### config.mk
export PLATFORM = sky130hd
export DESIGN_NAME = button_event_queue
export DESIGN_NICKNAME = d
export VERILOG_FILES = /design/src/rtl/btn_io_pkg.sv /design/src/rtl/btn_debounce.sv /design/src/rtl/button_event_queue.sv
export SDC_FILE = /design/constraint.sdc
export NUM_CORES = 1
export LEC_CHECK = 0
export CAP_MARGIN = 20
export CELL_PAD_IN_SITES_DETAIL_PLACEMENT = 0
export CELL_PAD_IN_SITES_GLOBAL_PLACEMENT = 2
export CORE_MARGIN = 2
export CORE_UTILIZATION = 37
export DETAILED_ROUTE_END_ITERATION = 8
export GPL_TIMING_DRIVEN = 0
export PLACE_DENSITY_LB_ADDON = 0.1
export SETUP_SLACK_MARGIN = 0.02
export SLEW_MARGIN = 20
export SYNTH_ARGS = -nofsm -noshare
export SYNTH_HDL_FRONTEND = slang
export SYNTH_HIERARCHICAL = 1
export SYNTH_SLANG_ARGS = --single-unit
### constraint.sdc
create_clock -name clock -period 6.1 [get_ports clock]
set_input_delay 1.525 -clock clock [delete_from_list [all_inputs] [get_ports clock]]
set_output_delay 1.525 -clock clock [all_outputs]
set_load 0.03 [all_outputs]
### src/rtl/btn_io_pkg.sv
// Shared constants for the push-button event port: button indices,
// event-word field positions, MMIO addresses and the drain priority picker.
package btn_io_pkg;

    localparam int NUM_BTN = 4;

    // Button bit positions inside btn_raw and inside an event entry
    localparam int BTN_U = 3;
    localparam int BTN_L = 2;
    localparam int BTN_D = 1;
    localparam int BTN_R = 0;

    // Field positions inside the q_io event word
    localparam int VALID_BIT = 8;
    localparam int CNT_LSB   = 9;
    localparam int CNT_W     = 4;
    localparam int OVF_BIT   = 15;

    // dmem word addresses of the MMIO ports that share the q_dmem mux
    localparam logic [31:0] IO_SW  = 32'd4096;
    localparam logic [31:0] IO_LED = 32'd4097;
    localparam logic [31:0] IO_BTN = 32'd4098;

    // One-hot pick of the highest-priority request, order U > L > D > R
    function automatic logic [3:0] pick_highest(input logic [3:0] req);
        logic [3:0] sel;
        sel = '0;
        if (req[BTN_U])      sel[BTN_U] = 1'b1;
        else if (req[BTN_L]) sel[BTN_L] = 1'b1;
        else if (req[BTN_D]) sel[BTN_D] = 1'b1;
        else if (req[BTN_R]) sel[BTN_R] = 1'b1;
        return sel;
    endfunction

endpackage

### src/rtl/btn_debounce.sv
// One push-button: 2-flop synchroniser, hold-time debounce and a one-cycle
// rise pulse when the accepted level goes 0->1.
// Optional build macro: AUTOREPEAT_EN adds a hold-to-repeat pulse generator.
module btn_debounce
    import btn_io_pkg::*;
#(
    parameter int DEBOUNCE_CYCLES = 400000
`ifdef AUTOREPEAT_EN
    , parameter int REPEAT_DELAY  = 20000000
    , parameter int REPEAT_PERIOD = 6000000
`endif
) (
    input  logic clock,
    input  logic reset,
    input  logic raw_i,
    output logic stable_o,
    output logic rise_o
);

    localparam logic [19:0] CNT_LAST = 20'(DEBOUNCE_CYCLES - 1);

    logic        sync0_q, sync1_q;
    logic        stable_q, stable_d;
    logic [19:0] cnt_q, cnt_d;
    logic        rise_q, rise_d;

    // Two-stage synchroniser for the asynchronous button level
    always_ff @(posedge clock) begin
        if (reset) begin
            sync0_q <= 1'b0;
            sync1_q <= 1'b0;
        end else begin
            sync0_q <= raw_i;
            sync1_q <= sync0_q;
        end
    end

    // Accept a new level only after it has differed from the stable one for
    // DEBOUNCE_CYCLES consecutive cycles; any agreement restarts the count
    always_comb begin
        cnt_d    = cnt_q;
        stable_d = stable_q;
        if (sync1_q == stable_q) begin
            cnt_d = '0;
        end else if (cnt_q == CNT_LAST) begin
            cnt_d    = '0;
            stable_d = sync1_q;
        end else begin
            cnt_d = cnt_q + 20'd1;
        end
    end

`ifdef AUTOREPEAT_EN
    logic [31:0] rep_cnt_q, rep_cnt_d;
    logic        rep_first_q, rep_first_d;
    logic        rep_fire;

    // While held, fire once after REPEAT_DELAY and then every REPEAT_PERIOD
    always_comb begin
        rep_cnt_d   = rep_cnt_q;
        rep_first_d = rep_first_q;
        rep_fire    = 1'b0;
        if (!stable_q) begin
            rep_cnt_d   = '0;
            rep_first_d = 1'b0;
        end else if (!rep_first_q && rep_cnt_q == 32'(REPEAT_DELAY - 1)) begin
            rep_cnt_d   = '0;
            rep_first_d = 1'b1;
            rep_fire    = 1'b1;
        end else if (rep_first_q && rep_cnt_q == 32'(REPEAT_PERIOD - 1)) begin
            rep_cnt_d = '0;
            rep_fire  = 1'b1;
        end else begin
            rep_cnt_d = rep_cnt_q + 32'd1;
        end
        rise_d = (stable_d & ~stable_q) | rep_fire;
    end

    // Repeat counter state
    always_ff @(posedge clock) begin
        if (reset) begin
            rep_cnt_q   <= '0;
            rep_first_q <= 1'b0;
        end else begin
            rep_cnt_q   <= rep_cnt_d;
            rep_first_q <= rep_first_d;
        end
    end
`else
    // Press pulse: accepted level goes 0->1 (releases produce nothing)
    always_comb begin
        rise_d = stable_d & ~stable_q;
    end
`endif

    // Debounce counter, accepted level and registered rise pulse
    always_ff @(posedge clock) begin
        if (reset) begin
            cnt_q    <= '0;
            stable_q <= 1'b0;
            rise_q   <= 1'b0;
        end else begin
            cnt_q    <= cnt_d;
            stable_q <= stable_d;
            rise_q   <= rise_d;
        end
    end

    assign stable_o = stable_q;
    assign rise_o   = rise_q;

endmodule

### src/rtl/button_event_queue.sv
// Push-button MMIO port: four debounced buttons feed per-button pending bits,
// drained one per cycle (U > L > D > R) into a small event FIFO that the
// processor pops by loading from IO_ADDR.
// Optional build macro: AUTOREPEAT_EN (hold-to-repeat press events).
module button_event_queue
    import btn_io_pkg::*;
#(
    parameter int          DEBOUNCE_CYCLES = 400000,
    parameter int          FIFO_DEPTH      = 4,
    parameter logic [31:0] IO_ADDR         = IO_BTN
`ifdef AUTOREPEAT_EN
    , parameter int        REPEAT_DELAY    = 20000000
    , parameter int        REPEAT_PERIOD   = 6000000
`endif
) (
    input  logic        clock,
    input  logic        reset,
    input  logic [3:0]  btn_raw,
    input  logic [31:0] mem_addr,
    input  logic        wren,
    output logic        io_hit,
    output logic [31:0] q_io,
    output logic        irq_pending
);

    localparam int AW = $clog2(FIFO_DEPTH);
    localparam int CW = AW + 1;

    logic [3:0] btn_stable;
    logic [3:0] btn_rise;
    logic [3:0] press;

    logic [3:0]    mem_q [FIFO_DEPTH];
    logic [AW-1:0] rd_ptr_q, rd_ptr_d;
    logic [AW-1:0] wr_ptr_q, wr_ptr_d;
    logic [CW-1:0] count_q, count_d;
    logic          ovf_q, ovf_d;
    logic          io_hit_q;
    logic          irq_q, irq_d;
    logic [3:0]    pending_q, pending_d;

    logic       fifo_empty, fifo_full;
    logic       pop_edge, pop, push, drop;
    logic [3:0] push_sel;

    for (genvar g = 0; g < NUM_BTN; g++) begin : g_btn
        btn_debounce #(
            .DEBOUNCE_CYCLES(DEBOUNCE_CYCLES)
`ifdef AUTOREPEAT_EN
            , .REPEAT_DELAY(REPEAT_DELAY)
            , .REPEAT_PERIOD(REPEAT_PERIOD)
`endif
        ) u_debounce (
            .clock    (clock),
            .reset    (reset),
            .raw_i    (btn_raw[g]),
            .stable_o (btn_stable[g]),
            .rise_o   (btn_rise[g])
        );
    end

    // Read handshake: the load "offers" when io_hit is high; the head word is
    // presented combinationally on q_io and is consumed (popped) exactly once,
    // at the clock edge ending the first io_hit cycle, however long the
    // processor stalls with io_hit held high. An empty FIFO offers valid=0 and
    // the pop is ignored.
    always_comb begin
        io_hit     = (mem_addr == IO_ADDR) && !wren;
        pop_edge   = io_hit && !io_hit_q;
        fifo_empty = (count_q == '0);
        fifo_full  = (count_q == CW'(FIFO_DEPTH));
        pop        = pop_edge && !fifo_empty;
        // A rise only counts while the accepted level is high
        press      = btn_rise & btn_stable;
        push_sel   = pick_highest(pending_q);
        push       = (|pending_q) && (!fifo_full || pop);
        drop       = (|pending_q) && fifo_full && !pop;
        pending_d  = (pending_q & ~push_sel) | press;
        rd_ptr_d   = pop  ? rd_ptr_q + AW'(1) : rd_ptr_q;
        wr_ptr_d   = push ? wr_ptr_q + AW'(1) : wr_ptr_q;
        unique case ({push, pop})
            2'b10:   count_d = count_q + CW'(1);
            2'b01:   count_d = count_q - CW'(1);
            default: count_d = count_q;
        endcase
        ovf_d = ovf_q;
        if (drop)          ovf_d = 1'b1;
        else if (pop_edge) ovf_d = 1'b0;
        irq_d = (count_d != '0);
    end

    // Event word: head entry, valid, pre-pop count and sticky overflow
    always_comb begin
        q_io = '0;
        if (!fifo_empty) q_io[3:0] = mem_q[rd_ptr_q];
        q_io[VALID_BIT]            = !fifo_empty;
        q_io[CNT_LSB +: CNT_W]     = CNT_W'(count_q);
        q_io[OVF_BIT]              = ovf_q;
    end

    // FIFO control state, pending bits and registered interrupt
    always_ff @(posedge clock) begin
        if (reset) begin
            rd_ptr_q  <= '0;
            wr_ptr_q  <= '0;
            count_q   <= '0;
            ovf_q     <= 1'b0;
            io_hit_q  <= 1'b0;
            irq_q     <= 1'b0;
            pending_q <= '0;
        end else begin
            rd_ptr_q  <= rd_ptr_d;
            wr_ptr_q  <= wr_ptr_d;
            count_q   <= count_d;
            ovf_q     <= ovf_d;
            io_hit_q  <= io_hit;
            irq_q     <= irq_d;
            pending_q <= pending_d;
        end
    end

    // Event storage; contents are masked by count so they need no reset
    always_ff @(posedge clock) begin
        if (push) mem_q[wr_ptr_q] <= push_sel;
    end

    assign irq_pending = irq_q;

endmodule

==> flow_summary.json, run 1 <==
{
  "ff2ff_path_depth": 8,
  "io_pins": 73,
  "yosysSeqAreaShare_pct": 45.8,
  "syn-cell-area_sq_um": 5950,
  "tns_ns": 0,
  "hold_depth": 1,
  "hold_buffers": 0,
  "syn_avg_cell_area_sq_um": 9.30,
  "regArea_sq_um": 2720,
  "first_global_vias": 4207,
  "hold_class": "reg2reg",
  "die_y_um": 131,
  "drive_above_1_share_pct": 12.4,
  "worstMarginPinSlew_ns": 1.05,
  "r2r-end": "irq_pending",
  "cts_tree": "built",
  "required_ns": 4.58,
  "grt.overflow.total": 0,
  "slew_headroom_pct": 29.6,
  "multi_input_area_sq_um": 2960,
  "hold_path.startpoint": "g_btn[0].u_debounce/sync0_q",
  "p_seq_share_pct": 45.3,
  "slew_viol_final": 0,
  "path_clk_slew_ns": 0.05,
  "p_switching_uw": 397,
  "start_kind": "input port",
  "synth_area_leaders": "dfxtp_1 38%, edfxtp_1 8.1%, xnor2_1 6.0%",
  "htree_levels": 4,
  "synth_commonest_cells": "112 x dfxtp_1, 77 x nor2_1, 41 x xnor2_1",
  "outcome": "finished clean",
  "clockPowerShare_pct": 50.8,
  "core-area_sq_um": 15800,
  "synth_edf_count": 16,
  "max_freq_mhz": 199,
  "finalWirelength_um": 12300,
  "fin_nets": 777,
  "synthArstFlopShare_pct": 0,
  "period_minus_slack_ns": 5.02,
  "yosysMostFrequentCell": "dfxtp_1",
  "yosysTopAreaCell": "dfxtp_1",
  "first_iter_violations": 209,
  "drc": 0,
  "r2r_start": "pending_q[2]",
  "critPathKind": "in2out",
  "cts_setup_buffers": 0,
  "p_leak_uw": 0.00242,
  "area_growth_pct": 23.8,
  "post_cts_resize_count": 0,
  "cts_root_buf": "clkbuf_16",
  "clock-sinks": 128,
  "clock_path_buffers": 2,
  "antenna_found_initial": 0,
  "rsz0062_at_grt": "no",
  "min_to": "g_btn[0].u_debounce/sync1_q",
  "vdd_drop_max_v": 0.000215,
  "grt_pass1_wl_um": 20300,
  "ys_ff_latch": 128,
  "rows": 46,
  "diodes": 0,
  "cp-end-kind": "output port",
  "combPwrFrac_pct": 3.9,
  "dpl.hpwl_um": 8810,
  "grt_max_degree": 27,
  "cp.arrival_ns": 3.50,
  "cts_made_buffers": 17,
  "track_usage_pct": 15.0,
  "finalClockSkew_ns": 0.00583,
  "synth.top_cell.area_share_pct": 37.7,
  "via_count": 4653,
  "ff2ff_setup_slack_ns": 3.28,
  "placed_area_sq_um": 6790,
  "power_density_nw_per_um2": 257,
  "design.die.area_sq_um": 17100,
  "ys_types": 48,
  "place_congestion": 0.766,
  "io_buffers": 49,
  "vias_per_cell": 4.86,
  "routedWlPerCell_um": 12.8,
  "hold_violations": 0,
  "timing.final.crit_share_pct": 82.4,
  "max-cap-violations": 0,
  "synthCells": 639,
  "ant_nets": 0,
  "setup_viol": 0,
  "die_w_um": 131,
  "fill_cells": 1590,
  "yosys_most_used_dff": "dfxtp_1",
  "drt-pass1-iter-count": 5,
  "final_cell_area_sq_um": 7360,
  "clock_latency_ns": 0.40,
  "yosysWarnings": 6,
  "initial_utilization_pct": 37.7,
  "crit_fanout": 3,
  "p_int_uw": 1490,
  "switching_share_pct": 21.0
}
[area by class of cell]
cell class                 count  area share [%]
tap                          216            3.67
timing repair buffer          49            6.67
buffer                        38            3.40
clock buffer                  22            6.60
multi-input combinational    470            40.2
inverter                      25            1.28
sequential                   128            37.0
clock inverter                10            1.14
[worst max path at each step]
stage	depth (start not counted)	endpoint	slack (ns)	startpoint
final	5	io_hit	1.08	mem_addr[6]
after global routing	5	io_hit	0.95	mem_addr[18]
after detailed placement	5	io_hit	1.10	mem_addr[6]
after CTS	5	io_hit	1.10	mem_addr[6]
after global placement	5	io_hit	1.11	mem_addr[6]
after floorplan	3	io_hit	1.81	mem_addr[6]
[per-stage QoR]
step	hold WS, ns	util, %	cells	total power, uW	setup WS, ns
2_1_floorplan	0.414	-	661	914	1.81
4_1_cts	0.438	46.7	958	1920	1.10
3_3_place_gp	0.421	43.0	926	946	1.11
3_5_place_dp	0.426	43.0	926	947	1.10
5_1_grt	0.447	46.7	958	1970	0.952
6_report	0.435	46.7	958	1890	1.08
[routing by layer]
metal	up-vias	GRT usage [%]	share of wire [%]
met5	-	0	0
met4	0	4.32	0.87
met3	8	4.48	3.3
met2	57	23.1	47
met1	2187	20.4	49
li1	2401	-	-
[registers in the layout, indices dropped and copies added, names as in the netlist, 3 cells and up, named ones only]
register	count
g_btn.u_debounce/sync1_q	4
pending_q	4
g_btn.u_debounce/cnt_q	80
g_btn.u_debounce/rise_o	4
count_q	3
mem_q	16
g_btn.u_debounce/sync0_q	4
g_btn.u_debounce/stable_o	4
[power groups by stage]
| stage | Sequential, uW | Clock, uW | Combinational (uW) |
|---|---|---|---|
| global route | 856 | 1030 | 78.3 |
| CTS | 856 | 990 | 72.7 |
| detailed placement | 874 | 0 | 72.7 |
| global placement | 874 | 0 | 72.3 |
| finish | 856 | 961 | 72.9 |
| floorplan | 874 | 0 | 40.6 |
[placed cells by master, fill, tap and decap left out, drive strengths merged, types with 6 or more instances in the layout]
cell type      instances
nor3                  19
nand3                 39
and2                   8
nor2                  77
clkinv                 7
or3                   23
or4                   18
inv                   25
edfxtp                16
ha                     8
nor2b                 10
nand2                 33
dfxtp                112
clkdlybuf4s50         49
and3                  17
xor2                  14
a21oi                 38
nor4b                  6
buf                   33
conb                  23
nand4                 14
nor4                  17
o31ai                  9
clkbuf                27
xnor2                 41
o21ai                 28
[cells by family after synthesis]
family                   synth area share (%)
other                                  0.0631
AND/OR/NAND/NOR                          28.0
XOR/XNOR                                 8.10
flip-flops                               45.8
adder cells (fa/ha/maj)                  2.02
AO/OA/AOI/OAI                            8.06
buffers and inverters                    5.79
multiplexers                             2.19
[critical path: stages]
cell and delay (ns):
clkdlybuf4s50_1 0.40, nor4_1 0.41, nand4_1 0.24, nor3_1 0.21, clkdlybuf4s50_1 0.70
(Power assumes the default switching activity.)
==> run 2, diff against run 1 <==
Settings changed: CORE_UTILIZATION 37 to 35.
Clock period 6.1 ns to 4.9 ns, I/O delays scaled along.
==> run 2 against run 1 <==
Critical path depth stayed put. Setup slack worse by 0.61 ns. Clock power is 42% higher. Combinational power is 24% higher. Register-to-register slack worse by 1.3 ns. Total power is 33% higher. Non-clock buffer count stayed put. Via count is 0.64% higher. Critical endpoint unchanged. Highest routed layer unchanged.
==> flow_summary.json, run 2 (synthesis gave the netlist of run 1 again) <==
{
  "outcome": "finished clean",
  "io_pins": 73,
  "io_buffers": 49,
  "required_ns": 3.67,
  "hold_violations": 0,
  "cpMaxStageDelayCell": "clkdlybuf4s50_1",
  "diodes": 0,
  "largest_reg_flops": 80,
  "drt-pass1-iter-count": 6,
  "crit_fanout": 3,
  "p_leak_uw": 0.00246,
  "dp.cells": 930,
  "core-area_sq_um": 16600,
  "clock-sinks": 128,
  "htree_levels": 4,
  "start_kind": "input port",
  "antenna_found_initial": 0,
  "max_freq_mhz": 226,
  "instances_no_fill": 962,
  "post_cts_resize_count": 0,
  "period_minus_slack_ns": 4.43,
  "finalWirelength_um": 12400,
  "finalClockSkew_ns": 0.00847,
  "vias_per_cell": 4.87,
  "clock_latency_ns": 0.41,
  "die_w_um": 134,
  "dpl.hpwl_um": 9040,
  "path_clk_slew_ns": 0.05,
  "rows": 47,
  "hold_buffers": 0,
  "mostFrequentLayoutCells": "112 x dfxtp_1, 77 x nor2_1, 49 x clkdlybuf4s50_1",
  "hold_class": "reg2reg",
  "cts_setup_buffers": 0,
  "cts_root_buf": "clkbuf_16",
  "routedWlPerCell_um": 12.9,
  "final_common_cell": "dfxtp_1",
  "track_usage_pct": 14.5,
  "critPathKind": "in2out",
  "area_growth_pct": 25.1,
  "cp-end-kind": "output port",
  "design.die.area_sq_um": 18000,
  "fill_cells": 1621,
  "die_y_um": 134,
  "timing.final.crit_share_pct": 90.4,
  "crit_top_cell": "clkdlybuf4s50_1",
  "top_regs": "g_btn.u_debounce/cnt_q (80), mem_q (16)",
  "rsz0062_at_grt": "no",
  "initial_utilization_pct": 35.9,
  "ant_nets": 0,
  "grt_pass1_wl_um": 21200,
  "first_iter_violations": 202,
  "clock_path_buffers": 2,
  "vdd_drop_max_v": 0.000262,
  "fin_nets": 777,
  "cts_made_buffers": 17,
  "place_congestion": 0.737,
  "setup_viol": 0,
  "first_global_vias": 4529,
  "whs_ns": 0.446,
  "fin_util_pct": 44.9,
  "drive_above_1_share_pct": 12.5,
  "top_register": "g_btn.u_debounce/cnt_q",
  "critical-path-max-stage-delay_ns": 0.71,
  "slew_headroom_pct": 35.0,
  "tns_ns": 0,
  "max-cap-violations": 0,
  "via_count": 4683,
  "grt.overflow.total": 0,
  "cts_tree": "built",
  "cp.arrival_ns": 3.20,
  "worstMarginPinSlew_ns": 0.972,
  "slew_viol_final": 0,
  "power_density_nw_per_um2": 338,
  "crit_chain": "clkdlybuf4s50_1 > nor4_1 > nand4_1 > nor3_1 > clkdlybuf4s50_1",
  "grt_max_degree": 27,
  "drc": 0
}
## run 2: path summary, 6_finish.rpt
path	startpoint	end	slack (ns)	depth (start not counted)
worst max-delay path	mem_addr[6]	io_hit	0.47	5
worst min-delay path	g_btn[1].u_debounce/rise_o	pending_q[1]	0.45	2
worst max register to register	pending_q[2]	irq_pending	2.02	8
worst min register to register	g_btn[1].u_debounce/rise_o	pending_q[1]	0.45	2
## run 2: power breakdown
part	leakage, uW	switching (uW)	internal [uW]
Combinational	0.00110	45.3	45.2
Clock	0.000322	457	898
Sequential	0.00104	2.21	1060
Total	0.00246	504	2010
## run 2: through the flow
| stage | cell area (sq um) | total power (uW) | setup WS [ns] |
|---|---|---|---|
| after floorplan | 6030 | 1140 | 1.21 |
| after global placement | 6790 | 1180 | 0.338 |
| after detailed placement | 6790 | 1180 | 0.281 |
| after CTS | 7440 | 2550 | 0.462 |
| after global routing | 7440 | 2600 | 0.382 |
| final | 7440 | 2510 | 0.471 |
## run 2: metal layers
metal	part of all wire, %	wire length [um]	global-route usage, %
met1	50	6150	18.8
met2	46	5740	23.2
met3	2.8	346	3.63
met4	1.2	154	5.44
met5	0	0	0
## run 2: final cells by class
class	instances	area (sq um)	share of cell area [%]
multi-input cells	470	2960	39.8
flip-flops and latches	128	2720	36.6
clock buffers	24	523	7.03
repair buffers	49	490	6.59
well taps	220	275	3.70
plain buffers	38	250	3.36
clock inverters	8	121	1.63
inverters	25	93.8	1.26
## run 2: critical path, delay by kind of cell
kind / cells / cell delay [ns]
buffers and inverters: 2 / 1.11
AND/OR/NAND/NOR: 3 / 0.87
==> run 3, diff against run 2 <==
Settings changed: ABC_CLOCK_PERIOD_IN_PS set to 4900.
==> results of run 3 <==
Final layout, timing and power as in run 2 (identical DEF).
